==> src/rtl/calc_pkg.sv <==
// Shared key codes, FSM state encoding and key classification helper for calc_sequencer.
package calc_pkg;

    localparam logic [3:0] KEY_MAX_DIGIT = 4'd9;
    localparam logic [3:0] KEY_ADD       = 4'd10;
    localparam logic [3:0] KEY_SUB       = 4'd11;
    localparam logic [3:0] KEY_MUL       = 4'd12;
    localparam logic [3:0] KEY_CLR       = 4'd13;
    localparam logic [3:0] KEY_EQ        = 4'd14;

    typedef enum logic [1:0] {
        ST_OP1  = 2'd0,
        ST_OP2  = 2'd1,
        ST_CALC = 2'd2,
        ST_SHOW = 2'd3
    } calc_state_t;

    function automatic logic is_operator(input logic [3:0] code);
        return (code == KEY_ADD) || (code == KEY_SUB) || (code == KEY_MUL);
    endfunction

endpackage

==> src/rtl/calc_digit_entry.sv <==
// Two-digit decimal operand accumulator; digits beyond the second are dropped so value stays <= 99.
module calc_digit_entry (
    input  logic       clk,
    input  logic       rst_n,
    input  logic       clr,
    input  logic       load_first,
    input  logic       digit_valid,
    input  logic [3:0] digit,
    output logic [6:0] value,
    output logic [1:0] count,
    output logic [6:0] value_next
);

    logic [6:0] value_q, value_d;
    logic [1:0] count_q, count_d;

    // Next operand value: clear, restart with a single digit, or shift in one more digit.
    always_comb begin
        value_d = value_q;
        count_d = count_q;
        if (clr) begin
            value_d = 7'd0;
            count_d = 2'd0;
        end else if (digit_valid) begin
            if (load_first) begin
                value_d = {3'b000, digit};
                count_d = 2'd1;
            end else if (count_q != 2'd2) begin
                value_d = (value_q * 7'd10) + {3'b000, digit};
                count_d = count_q + 2'd1;
            end else begin
                value_d = value_q;
                count_d = count_q;
            end
        end else begin
            value_d = value_q;
            count_d = count_q;
        end
    end

    // Operand and digit-count registers.
    always_ff @(posedge clk or negedge rst_n) begin
        if (!rst_n) begin
            value_q <= 7'd0;
            count_q <= 2'd0;
        end else begin
            value_q <= value_d;
            count_q <= count_d;
        end
    end

    assign value      = value_q;
    assign count      = count_q;
    assign value_next = value_d;

endmodule

==> src/rtl/calc_sequencer.sv <==
// Keypad sequencer feeding the combinational calculator; captures its answer for display.
// Optional idle auto-clear is built only when CALC_SEQ_TIMEOUT_EN is defined.
module calc_sequencer
    import calc_pkg::*;
#(
    parameter logic [31:0] TIMEOUT_CYCLES = 32'd50_000_000
) (
    input  logic        clk,
    input  logic        rst_n,
    input  logic        key_valid,
    input  logic [3:0]  key_code,
    output logic        key_ready,
    input  logic [31:0] calc_answer,
    input  logic        calc_signal,
    output logic [6:0]  op_a,
    output logic [6:0]  op_b,
    output logic [3:0]  op_key,
    output logic [31:0] result,
    output logic        result_neg,
    output logic        result_valid,
    output logic [6:0]  entry
);

    calc_state_t state_q;
    logic [3:0]  op_key_q;
    logic [31:0] result_q;
    logic        result_neg_q;
    logic        key_ready_q;
    logic        result_valid_q;
    logic [6:0]  entry_q;

    logic        accept_s, is_digit_s, clear_s, timeout_fire_s;
    logic        a_clr_s, a_load_s, a_dig_s, b_clr_s, b_dig_s;
    logic        op_latch_s, go_calc_s;
    logic [1:0]  a_count_s, b_count_s;
    logic [6:0]  a_next_s, b_next_s;

    // Decode the sampled key into operand and FSM control strobes.
    always_comb begin
        accept_s   = key_valid && (state_q != ST_CALC);
        is_digit_s = (key_code <= KEY_MAX_DIGIT);
        clear_s    = (accept_s && (key_code == KEY_CLR)) || timeout_fire_s;
        a_clr_s    = 1'b0;
        a_load_s   = 1'b0;
        a_dig_s    = 1'b0;
        b_clr_s    = 1'b0;
        b_dig_s    = 1'b0;
        op_latch_s = 1'b0;
        go_calc_s  = 1'b0;
        if (clear_s) begin
            a_clr_s = 1'b1;
            b_clr_s = 1'b1;
        end else if (accept_s) begin
            case (state_q)
                ST_OP1: begin
                    if (is_digit_s) begin
                        a_dig_s = 1'b1;
                    end else if (is_operator(key_code)) begin
                        op_latch_s = 1'b1;
                        b_clr_s    = 1'b1;
                    end else begin
                        op_latch_s = 1'b0;
                    end
                end
                ST_OP2: begin
                    if (is_digit_s) begin
                        b_dig_s = 1'b1;
                    end else if (is_operator(key_code) && (b_count_s == 2'd0)) begin
                        op_latch_s = 1'b1;
                    end else if ((key_code == KEY_EQ) && (b_count_s != 2'd0)) begin
                        go_calc_s = 1'b1;
                    end else begin
                        go_calc_s = 1'b0;
                    end
                end
                ST_SHOW: begin
                    if (is_digit_s) begin
                        a_load_s = 1'b1;
                        a_dig_s  = 1'b1;
                        b_clr_s  = 1'b1;
                    end else begin
                        a_load_s = 1'b0;
                    end
                end
                default: begin
                    a_dig_s = 1'b0;
                end
            endcase
        end else begin
            a_dig_s = 1'b0;
        end
    end

    calc_digit_entry u_entry_a (
        .clk         (clk),
        .rst_n       (rst_n),
        .clr         (a_clr_s),
        .load_first  (a_load_s),
        .digit_valid (a_dig_s),
        .digit       (key_code),
        .value       (op_a),
        .count       (a_count_s),
        .value_next  (a_next_s)
    );

    calc_digit_entry u_entry_b (
        .clk         (clk),
        .rst_n       (rst_n),
        .clr         (b_clr_s),
        .load_first  (1'b0),
        .digit_valid (b_dig_s),
        .digit       (key_code),
        .value       (op_b),
        .count       (b_count_s),
        .value_next  (b_next_s)
    );

    // Sequencer FSM with operator latch, result capture and registered status outputs.
    always_ff @(posedge clk or negedge rst_n) begin
        if (!rst_n) begin
            state_q        <= ST_OP1;
            op_key_q       <= KEY_CLR;
            result_q       <= 32'd0;
            result_neg_q   <= 1'b0;
            key_ready_q    <= 1'b1;
            result_valid_q <= 1'b0;
            entry_q        <= 7'd0;
        end else if (clear_s) begin
            state_q        <= ST_OP1;
            op_key_q       <= KEY_CLR;
            result_q       <= 32'd0;
            result_neg_q   <= 1'b0;
            key_ready_q    <= 1'b1;
            result_valid_q <= 1'b0;
            entry_q        <= 7'd0;
        end else begin
            case (state_q)
                ST_OP1: begin
                    if (op_latch_s) begin
                        state_q  <= ST_OP2;
                        op_key_q <= key_code;
                        entry_q  <= b_next_s;
                    end else begin
                        entry_q  <= a_next_s;
                    end
                end
                ST_OP2: begin
                    entry_q <= b_next_s;
                    if (go_calc_s) begin
                        state_q     <= ST_CALC;
                        key_ready_q <= 1'b0;
                    end else if (op_latch_s) begin
                        op_key_q <= key_code;
                    end else begin
                        state_q <= ST_OP2;
                    end
                end
                ST_CALC: begin
                    // Operands have been stable for the whole cycle, so the answer has settled.
                    state_q        <= ST_SHOW;
                    result_q       <= calc_answer;
                    result_neg_q   <= calc_signal;
                    key_ready_q    <= 1'b1;
                    result_valid_q <= 1'b1;
                    entry_q        <= 7'd0;
                end
                ST_SHOW: begin
                    if (a_load_s) begin
                        state_q        <= ST_OP1;
                        result_valid_q <= 1'b0;
                        entry_q        <= a_next_s;
                    end else begin
                        state_q <= ST_SHOW;
                    end
                end
                default: begin
                    state_q <= ST_OP1;
                end
            endcase
        end
    end

`ifdef CALC_SEQ_TIMEOUT_EN
    logic [31:0] idle_q, idle_d;
    logic        cleared_s;

    // Idle counter runs only while there is something left to clear.
    always_comb begin
        cleared_s      = (state_q == ST_OP1) && (op_a == 7'd0) && (a_count_s == 2'd0);
        timeout_fire_s = (idle_q == (TIMEOUT_CYCLES - 32'd1)) && !accept_s && !cleared_s;
        if (accept_s || timeout_fire_s) begin
            idle_d = 32'd0;
        end else if ((state_q != ST_CALC) && !cleared_s) begin
            idle_d = idle_q + 32'd1;
        end else begin
            idle_d = idle_q;
        end
    end

    // Idle counter register.
    always_ff @(posedge clk or negedge rst_n) begin
        if (!rst_n) begin
            idle_q <= 32'd0;
        end else begin
            idle_q <= idle_d;
        end
    end
`else
    logic unused_timeout_s;
    assign timeout_fire_s   = 1'b0;
    assign unused_timeout_s = ^{TIMEOUT_CYCLES, a_count_s};
`endif

    assign key_ready    = key_ready_q;
    assign op_key       = op_key_q;
    assign result       = result_q;
    assign result_neg   = result_neg_q;
    assign result_valid = result_valid_q;
    assign entry        = entry_q;

endmodule

==> config.mk <==
export PLATFORM = sky130hd
export DESIGN_NAME = calc_sequencer
export DESIGN_NICKNAME = d
export VERILOG_FILES = /design/src/rtl/calc_pkg.sv /design/src/rtl/calc_digit_entry.sv /design/src/rtl/calc_sequencer.sv
export SDC_FILE = /design/constraint.sdc
export NUM_CORES = 1
export LEC_CHECK = 0
export BUFFER_PORTS_ARGS = -buffer_cell sky130_fd_sc_hd__buf_4
export CAP_MARGIN = 20
export CORE_MARGIN = 5
export CORE_UTILIZATION = 53
export DETAILED_ROUTE_END_ITERATION = 10
export MAX_ROUTING_LAYER = met4
export PLACE_DENSITY = 0.81
export SYNTH_ARGS = -nofsm -noshare
export SYNTH_HDL_FRONTEND = slang
export SYNTH_SLANG_ARGS = --single-unit
export TNS_END_PERCENT = 30
==> constraint.sdc <==
create_clock -name clk -period 2.97 [get_ports clk]
set_input_delay 0.594 -clock clk [delete_from_list [all_inputs] [get_ports clk]]
set_output_delay 0.594 -clock clk [all_outputs]
set_load 0.02 [all_outputs]
== Yosys cells after proc, flatten, opt, wreduce, memory -nomap -nowiden ==
Index checks and enable logic that the tools add are counted.
Widths: inputs -> output; s select.

* Bits in registers: 66
* Input bits: 40
* Word-level logic and storage cells: 123

* Multiply operators: 2
* Equal/unequal tests: 16
* Order comparisons: 1
* Reduce and logical (&&, ||, !) cells: 24
* Mux-type cells: 65
* $add $sub $neg: 4

{| class="wikitable"
|+ Operator list
! kind !! number
|-
| $mux 7 || 10
|-
| $mux 32 || 2
|-
| $mux 1 || 31
|-
| $pmux 7 s4 || 1
|-
| $mux 2 || 12
|-
| $eq 4x4->1 const B || 5
|-
| $add 7x4->7 || 2
|-
| $mul 7x3->6 const B || 2
|-
| $mux 4 || 3
|-
| $ne 3x3->1 const B || 4
|-
| $reduce_and 2->1 || 6
|-
| $reduce_bool 3->1 || 4
|-
| $reduce_bool 2->1 || 5
|-
| $pmux 1 s2 || 4
|-
| $pmux 2 s4 || 1
|-
| $pmux 4 s2 || 1
|-
| $ne 2x2->1 const B || 3
|-
| $add 2x1->2 const B || 2
|-
| $eq 2x2->1 const B || 2
|-
| $le 4x4->1 const B || 1
|-
| $logic_and 1x1->1 || 4
|-
| $logic_not 2->1 || 2
|-
| $ne 4x4->1 const B || 1
|-
| $eq 2x1->1 const B || 1
|-
| 2 further kinds || 3
|}

== Depth between registers and ports, before layout ==
Gate-level depths: netlist of run 1.

* Word-level depth: 13
* Mapped depth: 10
* Mapped depth without buffers: 10

== Cells and area by module ==
From an unflattened synthesis of run 1, not the netlist that was laid out.

* Cell total of the unflattened synthesis: 423
* Area, all modules: 3808.7 um^2

{| class="wikitable"
|+ Modules (own cells, without submodules)
! module !! area an instance (um^2) !! times used !! seq. area each (um^2) !! cells an instance
|-
| calc_sequencer || 2364.8 || 1 || 1206.2 || 267
|-
| calc_digit_entry || 721.9 || 2 || 225.2 || 78
|}

== Worst setup path after synthesis of run 1 ==
Ideal clock, no wire load.

* Path kind: reg2reg
* From: register u_entry_b.value_q[1] (netlist: u_entry_b.value[1])
* To: register entry_q[6] (netlist: entry[6])
* Clock period less this slack: 2318 ps
* Stages on the path, launching flop included: 10
* Arrival time: 2186 ps
* Setup slack: 652 ps
* Cells stage by stage: dfrtp_1 ha_1 ha_1 inv_1 fa_1 nor4b_1 xnor2_1 nand2_1 o211ai_1 a22oi_1

* Word-level cells in the longest chain between the ends: 8

{| class="wikitable"
|+ Ends and longest elaborated chain
! element !! line !! text
|-
| from (decl) || calc_digit_entry.sv:14 || <nowiki>logic [6:0] value_q, value_d;</nowiki>
|-
| from (signal assigned) || calc_digit_entry.sv:47 || <nowiki>value_q <= value_d;</nowiki>
|-
| $mul 7x3->6 * || calc_digit_entry.sv:29 || <nowiki>value_d = (value_q * 7'd10) + {3'b000, digit};</nowiki>
|-
| $add 7x4->7 * || calc_digit_entry.sv:29 ||
|-
| $mux 7 * || calc_digit_entry.sv:28 || <nowiki>end else if (count_q != 2'd2) begin</nowiki>
|-
| $mux 7 * || calc_digit_entry.sv:24 || <nowiki>end else if (digit_valid) begin</nowiki>
|-
| $mux 7 * || calc_digit_entry.sv:21 || <nowiki>if (clr) begin</nowiki>
|-
| $mux 7 || calc_sequencer.sv:139 || <nowiki>if (op_latch_s) begin</nowiki>
|-
| $pmux 7 s4 * || calc_sequencer.sv:137 || <nowiki>case (state_q)</nowiki>
|-
| $mux 7 * || calc_sequencer.sv:128 || <nowiki>end else if (clear_s) begin</nowiki>
|-
| to (signal assigned) || calc_sequencer.sv:142 || <nowiki>entry_q <= b_next_s;</nowiki>
|-
| to (signal assigned) || calc_sequencer.sv:144 || <nowiki>entry_q <= a_next_s;</nowiki>
|-
| to (signal assigned) || calc_sequencer.sv:148 || <nowiki>entry_q <= b_next_s;</nowiki>
|-
| to (decl) || calc_sequencer.sv:30 || <nowiki>logic [6:0] entry_q;</nowiki>
|}

Every way passes the cells marked *; elsewhere a longest branch is shown, timed or not.
A chain may end at the register's enable or synchronous reset.

== Worst setup path in the final report of run 1 ==
* From: register u_entry_a.value_q[1] (netlist: u_entry_a.value[1])
* To: register entry_q[6] (netlist: entry[6])

* Word-level cells in the longest chain between the ends: 9
* Elaborated cells on any way between the ends: 10

{| class="wikitable"
|+ Ends and longest elaborated chain
! element !! line !! text
|-
| from (decl) || calc_digit_entry.sv:14 ||
|-
| from (signal assigned) || calc_digit_entry.sv:47 ||
|-
| $mul 7x3->6 * || calc_digit_entry.sv:29 ||
|-
| $add 7x4->7 * || calc_digit_entry.sv:29 ||
|-
| $mux 7 * || calc_digit_entry.sv:28 ||
|-
| $mux 7 * || calc_digit_entry.sv:25 || <nowiki>if (load_first) begin</nowiki>
|-
| $mux 7 * || calc_digit_entry.sv:24 ||
|-
| $mux 7 * || calc_digit_entry.sv:21 ||
|-
| $mux 7 (on tied branches) || calc_sequencer.sv:168, calc_sequencer.sv:139 ||
|-
| $pmux 7 s4 * || calc_sequencer.sv:137 ||
|-
| $mux 7 * || calc_sequencer.sv:128 ||
|-
| to (signal assigned) || calc_sequencer.sv:142 ||
|-
| to (signal assigned) || calc_sequencer.sv:144 ||
|-
| to (signal assigned) || calc_sequencer.sv:171 || <nowiki>entry_q <= a_next_s;</nowiki>
|}

Every way passes the cells marked *; elsewhere a longest branch is shown, timed or not. The select of a mux whose other input is x is not followed.

==> qor.csv, run 1 <==
stage,metric,value,unit
run_status,status,finished clean,
sta,Rel. slew slack,43.8,%
cts,H-tree lvl count,3,
synth,synthesized area,0.00369,mm^2
critical_path,max incr delay on CP,0.48,ns
route,DRT Wirelength,9550,um
route,drt drc,0,
route,drt wl/cell,16.1,um
power,Clock Power Share,15.9,%
final_layout,Final Cell Area,0.00469,mm^2
sta,Tcrit/Tclk final,82.4,%
critical_path,critical path arrival,2.71,ns
final_layout,share of cells above drive strength 1,28.2,%
cts,CTS Buffer Depth,2,
floorplan,core area,0.00679,mm^2
cts,Clock Latency Late Sink,0.35,ns
global_route,first-pass GRT wire length,15800,um
sta,Hold WS,0.315,ns
critical_path,Crit. End Element,flop,
power,Reg power frac,30.9,%
floorplan,Rows,30,
cts,Post-CTS Hold Buffers,0,
critical_path,Critical Path Start Type,flop,
global_route,initial antenna violation count,0,
synth,syn nets,462,
critical_path,slowest CP cell,dfrtp_1,
critical_path,Crit path top cell by count,ha_1,
route,drt first pass iters,4,
worst_hold_path,Hold WC Path Type,input pin to asynchronous set/reset pin,
final_layout,Layout area overhead,27.3,%
global_route,overall routing resource usage,23.9,%
sta,setup tns final,0,ns
cts,# resized after CTS,0,
synth,Main synth FF type,dfrtp_1,
placed_design,post-place instance area,0.00449,mm^2
route,drt first-iter violations,247,
route,DR vias,3151,
critical_path,R2R Setup Slk,0.52,ns
sta,Final setup viols,0,
placed_design,IO Port Bufs,99,
global_route,vias in the first global route,3208,
power,internal power,0.00284,W
synth,post-synth top area cell,dfrtp_1,
run,max-cap violations,0,
final_layout,Layout fillers,546,
sta,Hold Fails Final Rpt,0,
global_route,largest net degree at the start of global routing,70,
cts,Worst-path clk slew,0.08,ns
sta,Worst-Margin Slew,0.842,ns
route,via/cell ratio,5.32,
cts,clock root buffer,clkbuf_8,
floorplan,Initial Utilization,54.3,%
cts,setup bufs post-CTS,0,
synth,Yosys warning count,0,
floorplan,die height,93.4,um
critical_path,CP max FO,6,
floorplan,Die ar.,0.00872,mm^2
cts,CTS Buf Count,9,
synth,Yosys reg bits,66,
critical_path,Critical R2R Capture,entry[6]$_DFFE_PN0P_,
synth,register area share after synthesis,44.9,%
route,ANT nets after route,0,
synth,Synth Instances,396,
floorplan,I/O pin total,100,
global_route,grt ovf,0,
power,switching share of power,42.9,%
power,combinational share of power,53.2,%
placed_design,routability cong.,0.901,
sta,RSZ-0062 raised after global routing,no,
critical_path,reg-to-reg critical path startpoint,u_entry_a.value[1]$_DFF_PN0_,
synth,Synth top area share,42.1,%
sta,Tmin final,2.45,ns
final_layout,number of antenna repair diodes,0,
sta,clock skew,0.0118,ns
synth,Mapped Avg Cell Area,9.31,um^2
power,Leakage,2.27,nW
synth,Synth cell types,54,
sta,fin. max-slew vios,0,
cts,CTS tree,yes,
power,power per cell area,1060,mW/mm^2
placed_design,detailed-placement wirelength estimate,7120,um
sta,fmax,0.409,GHz
power,Worst IR Drop VDD,0.515,mV
power,sw power,0.00213,W
synth,"top cells by area, synth","dfrtp_1 42%, nand2_1 9.1%, ha_1 7.5%",
synth,number of synthesized flops with an enable pin,0,
critical_path,worst-path cell chain,ha_1 -> ha_1 -> inv_1 -> fa_1 -> nand2b_1 -> a21oi_1 -> xnor2_1 -> o22a_1 -> a22oi_1,
critical_path,critical path class,flop to flop,
final_layout,"Net count, final",557,
critical_path,Worst Path Required,3.23,ns
critical_path,cell count of the worst reg-to-reg path,9,
synth,asr flop ratio synth,100,%
cts,Clock Sinks,66,
floorplan,Die X,93.4,um
==> state kept, by name (all words and copies together), names as in the netlist <==
name and cells:
result 32, entry 7, u_entry_a.value 7, u_entry_b.value 7, op_key 4, state_q 2
u_entry_a.count 2, u_entry_b.count 2, key_ready 1, result_neg 1, result_valid 1
==> cell type report <==
cell class | instances | area, um^2 | area share, %
multi-input cells | 293 | 1870 | 39.8
flip-flops and latches | 66 | 1660 | 35.3
repair buffers | 104 | 781 | 16.6
clock buffers | 10 | 138 | 2.93
well taps | 96 | 120 | 2.56
clock inverters | 6 | 65.1 | 1.39
inverters | 17 | 63.8 | 1.36
==> metal layers <==
metal / part of all wire (%) / vias up / track usage [%]
met4: 2.8 / 0 / 10.6
met5: 0 / - / -
met2: 48 / 86 / 37.6
met3: 4.5 / 20 / 3.86
met1: 44 / 1509 / 30.5
li1: - / 1536 / -
==> cells in the final DEF (no fill, tap or decap), drive strengths merged, types with 2 or more instances in the layout <==
cell,instances
xnor2,12
clkinv,3
a22o,2
nor2,25
o211ai,6
o21a,3
a22oi,4
o21ai,49
fa,4
nand3,2
ha,22
buf,104
nor3b,3
dfstp,4
nor2b,5
clkbuf,10
nand4b,2
nand2,90
mux2i,7
a221o,4
a211oi,3
a21oi,17
a21o,5
dfrtp,62
or3,2
nor3,9
inv,18
nand2b,4
==> logic make-up (layout without fill, tap and decap cells) <==
group	after synthesis	in the layout	synth area share, %
flops	66	66	44.9
fa+ha+maj	26	26	9.64
simple gates	150	150	19.6
compound gates	96	96	16.1
buf+inv	37	137	4.45
mux	8	8	2.21
xor+xnor	13	13	3.09
==> cell usage after synthesis (all sizes together), types with 2 or more instances <==
library cell / count
nand2: 90
dfrtp: 62
o21ai: 49
nor2: 25
ha: 22
a21oi: 17
inv: 17
xnor2: 12
clkbuf: 11
buf: 9
nor3: 9
mux2i: 7
o211ai: 6
a21o: 5
nor2b: 5
a221o: 4
a22oi: 4
dfstp: 4
fa: 4
nand2b: 4
a211oi: 3
nor3b: 3
o21a: 3
a22o: 2
nand3: 2
nand4b: 2
or3: 2
==> power by group through the flow <==
stage	logic [W]	registers (W)	clock network, W
6_report	0.00264	0.00154	0.000790
5_1_grt	0.00289	0.00159	0.000843
3_5_place_dp	0.00263	0.00156	0
2_1_floorplan	0.00135	0.00189	0
3_3_place_gp	0.00257	0.00154	0
4_1_cts	0.00265	0.00154	0.000799
==> how the worst max path moves through the flow <==
| stage | startpoint | to |
|---|---|---|
| floorplan | u_entry_b.value[1]$_DFF_PN0_ | entry[6]$_DFFE_PN0P_ |
| global placement | key_code[1] | entry[5]$_DFFE_PN0P_ |
| detailed placement | u_entry_a.value[1]$_DFF_PN0_ | entry[6]$_DFFE_PN0P_ |
| CTS | u_entry_a.value[1]$_DFF_PN0_ | entry[6]$_DFFE_PN0P_ |
| global route | u_entry_b.value[1]$_DFF_PN0_ | entry[6]$_DFFE_PN0P_ |
| finish | u_entry_a.value[1]$_DFF_PN0_ | entry[6]$_DFFE_PN0P_ |
==> through the flow <==
| stage | cells | utilization (%) | worst slack [ns] | total power (W) |
|---|---|---|---|---|
| floorplan | 396 | - | 0.652 | 0.00324 |
| global placement | 576 | 66.1 | 0.602 | 0.00411 |
| detailed placement | 576 | 66.1 | 0.541 | 0.00419 |
| CTS | 592 | 69.1 | 0.539 | 0.00499 |
| global route | 592 | 69.1 | 0.369 | 0.00533 |
| finish | 592 | 69.1 | 0.522 | 0.00497 |
==> critical path: cells and delay by family (launching register included) <==
family                   cells  cell delay [ns]
AO/OA/AOI/OAI                3             0.54
buffers and inverters        1             0.07
adder cells (fa/ha/maj)      3             1.00
AND/OR/NAND/NOR              1             0.16
flip-flops                   1             0.48
XOR/XNOR                     1             0.11
No activity file was read; power rests on OpenSTA's default activity.
==> run 2, diff against run 1 <==
CORE_UTILIZATION = 48   (was 53)
PLACE_DENSITY = 0.77   (was 0.81)
clock period = 2.2 ns   (was 2.97 ns; I/O delays follow)
==> run 2 against run 1 <==
- the run now ends with negative setup slack left
- sequential share of layout area shrank 2.5 points
- non-clock buffer count grew 28
- clock skew shrank 0.0039 ns
- die area grew 9.3%
- largest cell class unchanged
==> qor.csv, run 2 (synthesis gave the netlist of run 1 again) <==
stage,metric,value,unit,change
placed_design,detailed-placement wirelength estimate,7220,um,+1.4%
route,drt wl/cell,15.8,um,-2.0%
power,Worst IR Drop VDD,0.922,mV,+79%
run_status,status,"finished, violations left",,
route,drt first pass iters,4,,unchanged
floorplan,Die ar.,0.00953,mm^2,+9.3%
cts,CTS tree,yes,,
placed_design,routability cong.,0.884,,-1.9%
sta,fmax,0.450,GHz,+10%
sta,clock skew,0.00782,ns,-0.00395 ns
critical_path,critical path arrival,2.48,ns,-0.23 ns
global_route,largest net degree at the start of global routing,70,,unchanged
sta,fin. max-slew vios,0,,unchanged
cts,CTS Buf Count,9,,unchanged
final_layout,"commonest non-fill, non-tap cells in the layout","130 x buf_4, 89 x nand2_1, 56 x dfrtp_1, 42 x o21ai_0, 22 x nor2_1",,
route,ANT nets after route,0,,unchanged
power,Final Power,0.00733,W,+47%
worst_hold_path,Hold WC Path Type,input pin to asynchronous set/reset pin,,
cts,Clock Latency Late Sink,0.34,ns,about the same
route,drt first-iter violations,249,,+0.81%
power,power per cell area,1440,mW/mm^2,+36%
final_layout,number of antenna repair diodes,0,,unchanged
power,Leakage,2.44,nW,+7.4%
critical_path,Crit. End Element,flop,,
sta,Hold WS,0.0313,ns,-0.284 ns
final_layout,share of cells above drive strength 1,36.6,%,+8.4 points
final_layout,Layout area overhead,37.7,%,
critical_path,Worst Path Required,2.45,ns,-0.78 ns
floorplan,Initial Utilization,48.5,%,-5.8 points
global_route,initial antenna violation count,0,,unchanged
final_layout,"Net count, final",585,,+5.0%
floorplan,I/O pin total,100,,unchanged
global_route,grt ovf,0,,unchanged
placed_design,post-place instance area,0.00471,mm^2,+4.9%
critical_path,slowest CP cell,fa_2,,
placed_design,dpl cells,605,,+5.0%
global_route,first-pass GRT wire length,15600,um,-1.8%
final_layout,Non-Filler Instances,626,,+5.7%
critical_path,critical path class,flop to flop,,
final_layout,Layout fillers,606,,+11%
cts,CTS Buffer Depth,2,,unchanged
floorplan,Die X,97.6,um,+4.5%
sta,Tmin final,2.22,ns,-0.225 ns
floorplan,die height,97.6,um,+4.5%
sta,Final setup viols,1,,+1
sta,RSZ-0062 raised after global routing,yes,,
critical_path,worst-path cell chain,ha_1 -> ha_4 -> inv_2 -> fa_2 -> nand2b_4 -> a21oi_4 -> xnor2_2 -> o22a_1 -> a22oi_1,,
final_layout,Register Area,0.00166,mm^2,+0.45%
floorplan,core area,0.00761,mm^2,+12%
final_layout,Final Cell Area,0.00507,mm^2,+8.2%
route,drt drc,0,,unchanged
sta,PnR worst setup slack,-0.0223,ns,-0.545 ns
critical_path,CP max FO,4,,-2
final_layout,"most common cell after layout, fill and taps aside",buf_4,,
critical_path,Critical Path Start Type,flop,,
route,DR vias,3316,,+5.2%
placed_design,IO Port Bufs,99,,unchanged
sta,Tcrit/Tclk final,101,%,+19 points
critical_path,max incr delay on CP,0.45,ns,-0.03 ns
cts,clock root buffer,clkbuf_8,,
floorplan,Rows,32,,+6.7%
cts,Worst-path clk slew,0.08,ns,about the same
final_layout,Final Core Density,66.7,%,-2.4 points
sta,Hold Fails Final Rpt,0,,unchanged
global_route,vias in the first global route,3256,,+1.5%
route,via/cell ratio,5.30,,-0.48%
final_layout,Multi-input gate area,0.00201,mm^2,+7.7%
cts,Post-CTS Hold Buffers,0,,unchanged
final_layout,max FFs per register,32,,unchanged
run_status,failing checks,negative setup slack,,
global_route,overall routing resource usage,20.5,%,-3.3 points
sta,Rel. slew slack,62.8,%,+19 points
cts,Clock Sinks,66,,unchanged
critical_path,Worst Path Buf+Inv,1,,unchanged
sta,Worst-Margin Slew,0.559,ns,-0.284 ns
run,max-cap violations,0,,unchanged
cts,H-tree lvl count,3,,unchanged
critical_path,critical path's top delay family,adder cells,,
route,DRT Wirelength,9900,um,+3.7%
## run 2: worst register-to-register path, stage by stage (launching register included)
cell      delay [ns]
dfrtp_1         0.43
ha_1            0.25
ha_4            0.16
inv_2           0.06
fa_2            0.45
nand2b_4        0.16
a21oi_4         0.13
xnor2_2         0.09
o22a_1          0.21
a22oi_1         0.19
## run 2: per-stage QoR
| stage | TNS (ns) | setup slack (ns) |
|---|---|---|
| after floorplan | -0.0117 | -0.0117 |
| after global placement | 0 | 0.00724 |
| after detailed placement | -0.104 | -0.0663 |
| after CTS | -0.0692 | -0.0563 |
| after global routing | -0.163 | -0.0660 |
| final | -0.0223 | -0.0223 |
## run 2: layout make-up
type	instances	area share, %
repair buffers	132	19.8
well taps	102	2.51
clock buffers	9	2.44
clock inverters	7	1.50
flip-flops and latches	66	32.8
multi-input cells	293	39.6
inverters	17	1.26
## run 2: path summary, 6_finish.rpt
kind / start / endpoint / slack [ns] / cells past startpoint
worst max-delay path: u_entry_a.value[0]$_DFF_PN0_ / entry[6]$_DFFE_PN0P_ / -0.02 / 9
worst min-delay path: rst_n / u_entry_b.value[5]$_DFF_PN0_ / 0.03 / 1
worst max register to register: u_entry_a.value[0]$_DFF_PN0_ / entry[6]$_DFFE_PN0P_ / -0.02 / 9
worst min register to register: key_ready$_DFFE_PN1P_ / key_ready$_DFFE_PN1P_ / 0.46 / 2
max in group asynchronous: rst_n / op_key[0]$_DFFE_PN1P_ / 1.57 / 2
min in group clk: calc_answer[4] / result[4]$_DFFE_PN0P_ / 0.30 / 3
## run 2: what timing repair did
action	4_1_cts	5_1_grt
endpoints found under the setup margin	8	10
hold endpoints to repair	0	0
resized for setup	6	22
buffers inserted	1	4
pin swaps	9	12
## run 2: power by group
part | total [W] | leakage (nW) | switching [W] | internal [W]
clock | 0.00105 | 0.0962 | 0.000521 | 0.000531
combinational | 0.00422 | 1.49 | 0.00224 | 0.00198
sequential | 0.00206 | 0.847 | 0.000337 | 0.00172
## run 2: per-layer routing
metal	vias up	GRT usage (%)	wire, um
li1	1596	-	-
met3	22	4.16	562
met2	102	33.1	5110
met4	0	7.56	242
met1	1596	25.7	3990
met5	-	-	0
==> run 3, diff against run 2 <==
CORE_ASPECT_RATIO = 0.9   (was not set)
==> run 3 against run 2 <==
- the run now ends clean
- critical path depth unchanged
- global-route usage up 1.9 points
- combinational power up 1%
- cell area up 0.62%
- fmax up 1.6%
- first-iteration DRC count down 22%
- clock-buffer cell count up 1
- clock skew down 0.0018 ns
- core utilization up 1.3 points
- largest power group unchanged
==> qor.csv, run 3 (synthesis gave the netlist of run 1 again) <==
stage,metric,value,unit,change
critical_path,Crit path top cell by count,ha_4,,
power,power per cell area,1450,mW/mm^2,+0.34%
sta,Worst-Margin Slew,0.553,ns,-0.00537 ns
critical_path,worst-path cell chain,ha_4 -> ha_4 -> inv_2 -> fa_2 -> nand2b_4 -> a21oi_4 -> xnor2_2 -> o22a_1 -> a22oi_1,,
route,via/cell ratio,5.24,,-1.1%
route,drt drc,0,,unchanged
critical_path,Crit. End Element,flop,,
final_layout,"most common cell after layout, fill and taps aside",buf_4,,
floorplan,I/O pin total,100,,unchanged
final_layout,max FFs per register,32,,unchanged
sta,Rel. slew slack,63.1,%,+0.36 points
critical_path,Worst Path Buf+Inv,1,,unchanged
sta,clock skew,0.00599,ns,-0.00183 ns
final_layout,Layout area overhead,38.5,%,
route,drt first pass iters,5,,+1
power,Worst IR Drop VDD,0.845,mV,-8.4%
cts,clock root buffer,clkbuf_8,,
critical_path,critical path's top delay family,adder cells,,
sta,Tcrit/Tclk final,99.4,%,-1.6 points
global_route,initial antenna violation count,0,,unchanged
floorplan,Initial Utilization,49.1,%,+0.65 points
critical_path,max incr delay on CP,0.55,ns,+0.10 ns
sta,fmax,0.457,GHz,+1.6%
final_layout,Final Cell Area,0.00511,mm^2,+0.62%
floorplan,Die ar.,0.00953,mm^2,about the same
critical_path,critical path arrival,2.45,ns,-0.03 ns
global_route,largest net degree at the start of global routing,70,,unchanged
power,sw power,0.00312,W,+0.49%
critical_path,Worst Path Required,2.46,ns,about the same
critical_path,CP max FO,2,,-2
critical_path,Critical Path Start Type,flop,,
run_status,status,finished clean,,
route,drt first-iter violations,194,,-22%
route,ANT nets after route,0,,unchanged
run,max-cap violations,0,,unchanged
final_layout,number of antenna repair diodes,0,,unchanged
final_layout,"Net count, final",589,,+0.68%
power,Final Power,0.00740,W,+0.96%
cts,Worst-path clk slew,0.08,ns,about the same
cts,Post-CTS Hold Buffers,0,,unchanged
power,internal power,0.00429,W,+1.3%
cts,Clock Sinks,66,,unchanged
sta,Final setup viols,0,,-1
placed_design,routability cong.,0.896,,+1.3%
power,Reg power frac,27.8,%,-0.2 points
power,Leakage,2.47,nW,+1.3%
sta,fin. max-slew vios,0,,unchanged
critical_path,slowest CP cell,fa_2,,
power,combinational share of power,57.8,%,+0.2 points
sta,RSZ-0062 raised after global routing,yes,,
cts,CTS Buf Count,9,,unchanged
sta,Hold Fails Final Rpt,0,,unchanged
route,drt wl/cell,16.4,um,+3.9%
power,switching share of power,42.1,%,-0.20 points
final_layout,"commonest non-fill, non-tap cells in the layout","134 x buf_4, 89 x nand2_1, 58 x dfrtp_1, 42 x o21ai_0, 22 x nor2_1",,
placed_design,IO Port Bufs,99,,unchanged
final_layout,Layout fillers,602,,-0.66%
route,DR vias,3268,,-1.4%
cts,CTS tree,yes,,
sta,Hold WS,0.0418,ns,+0.0105 ns
power,Clock Power Share,14.4,%,about the same
sta,Tmin final,2.19,ns,-0.0352 ns
global_route,first-pass GRT wire length,16000,um,+3.2%
global_route,vias in the first global route,3241,,-0.46%
final_layout,Non-Filler Instances,624,,-0.32%
floorplan,Die X,102,um,+4.9%
floorplan,die height,93.1,um,-4.6%
placed_design,detailed-placement wirelength estimate,7550,um,+4.6%
worst_hold_path,Hold WC Path Type,input pin to asynchronous set/reset pin,,
floorplan,core area,0.00751,mm^2,-1.3%
cts,CTS Buffer Depth,2,,unchanged
placed_design,post-place instance area,0.00475,mm^2,+0.90%
route,DRT Wirelength,10300,um,+3.6%
cts,H-tree lvl count,3,,unchanged
final_layout,share of cells above drive strength 1,37.7,%,+1.0 points
global_route,grt ovf,0,,unchanged
floorplan,Rows,30,,-6.3%
global_route,overall routing resource usage,22.4,%,+1.9 points
critical_path,critical path class,flop to flop,,
placed_design,dpl cells,604,,-0.17%
cts,Clock Latency Late Sink,0.35,ns,about the same
sta,setup tns final,0,ns,+0.0223 ns
-- run 3: cell count changes in the layout (fill, tap and decap cells not counted), sizes merged --
cell,change
buf,+4
clkinvlp,-2
clkinv,+3
inv,-2
clkbuf,+1
-- run 3: area by class of cell --
class	instances	area, um^2	share of cell area (%)
multi-input combinational	293	2010	39.4
sequential	66	1660	32.5
timing repair buffer	136	1050	20.5
clock buffer	10	138	2.70
tap	96	120	2.35
clock inverter	6	66.3	1.30
inverter	17	63.8	1.25
-- run 3: path summary, 6_finish.rpt --
| path | slack [ns] | cells after the start | from | end |
|---|---|---|---|---|
| min in group clk | 0.29 | 3 | calc_answer[13] | result[13]$_DFFE_PN0P_ |
| worst min-delay path | 0.04 | 1 | rst_n | u_entry_b.value[5]$_DFF_PN0_ |
| worst min register to register | 0.46 | 2 | key_ready$_DFFE_PN1P_ | key_ready$_DFFE_PN1P_ |
| worst max register to register | 0.01 | 9 | u_entry_a.value[1]$_DFF_PN0_ | entry[6]$_DFFE_PN0P_ |
| max in group asynchronous | 1.55 | 2 | rst_n | op_key[3]$_DFFE_PN1P_ |
| worst max-delay path | 0.01 | 9 | u_entry_a.value[1]$_DFF_PN0_ | entry[6]$_DFFE_PN0P_ |
-- run 3: per-stage QoR --
| step | utilization [%] | worst slack (ns) |
|---|---|---|
| after floorplan | - | -0.0117 |
| after global placement | 63.3 | 0.0210 |
| after global routing | 68.0 | -0.0899 |
| after CTS | 66.9 | -0.0185 |
| final | 68.0 | 0.0128 |
| after detailed placement | 63.3 | -0.0301 |
-- run 3: per-layer routing --
layer  global-route usage, %  routed length [um]  up-vias
li1                        -                   -     1604
met1                    28.7                4470     1558
met2                    36.1                5130       90
met3                    4.25                 472       16
met4                    6.78                 180        0
met5                       -                   0        -
-- run 3: what timing repair did --
action	4_1_cts	5_1_grt
setup buffers	2	2
gates resized for setup	8	20
pin swaps	8	12
endpoints found under the setup margin	2	10
-- run 3: worst register-to-register path, stage by stage, from the launching register on --
cell	delay, ns
dfrtp_2	0.43
ha_4	0.28
ha_4	0.12
inv_2	0.03
fa_2	0.55
nand2b_4	0.14
a21oi_4	0.04
xnor2_2	0.14
o22a_1	0.20
a22oi_1	0.18
-- run 3: power groups by stage --
stage	combinational [W]	sequential (W)	clock (W)
2_1_floorplan	0.00185	0.00257	0
3_3_place_gp	0.00383	0.00205	0
3_5_place_dp	0.00389	0.00207	0
4_1_cts	0.00409	0.00205	0.00108
5_1_grt	0.00464	0.00212	0.00113
6_report	0.00428	0.00206	0.00106
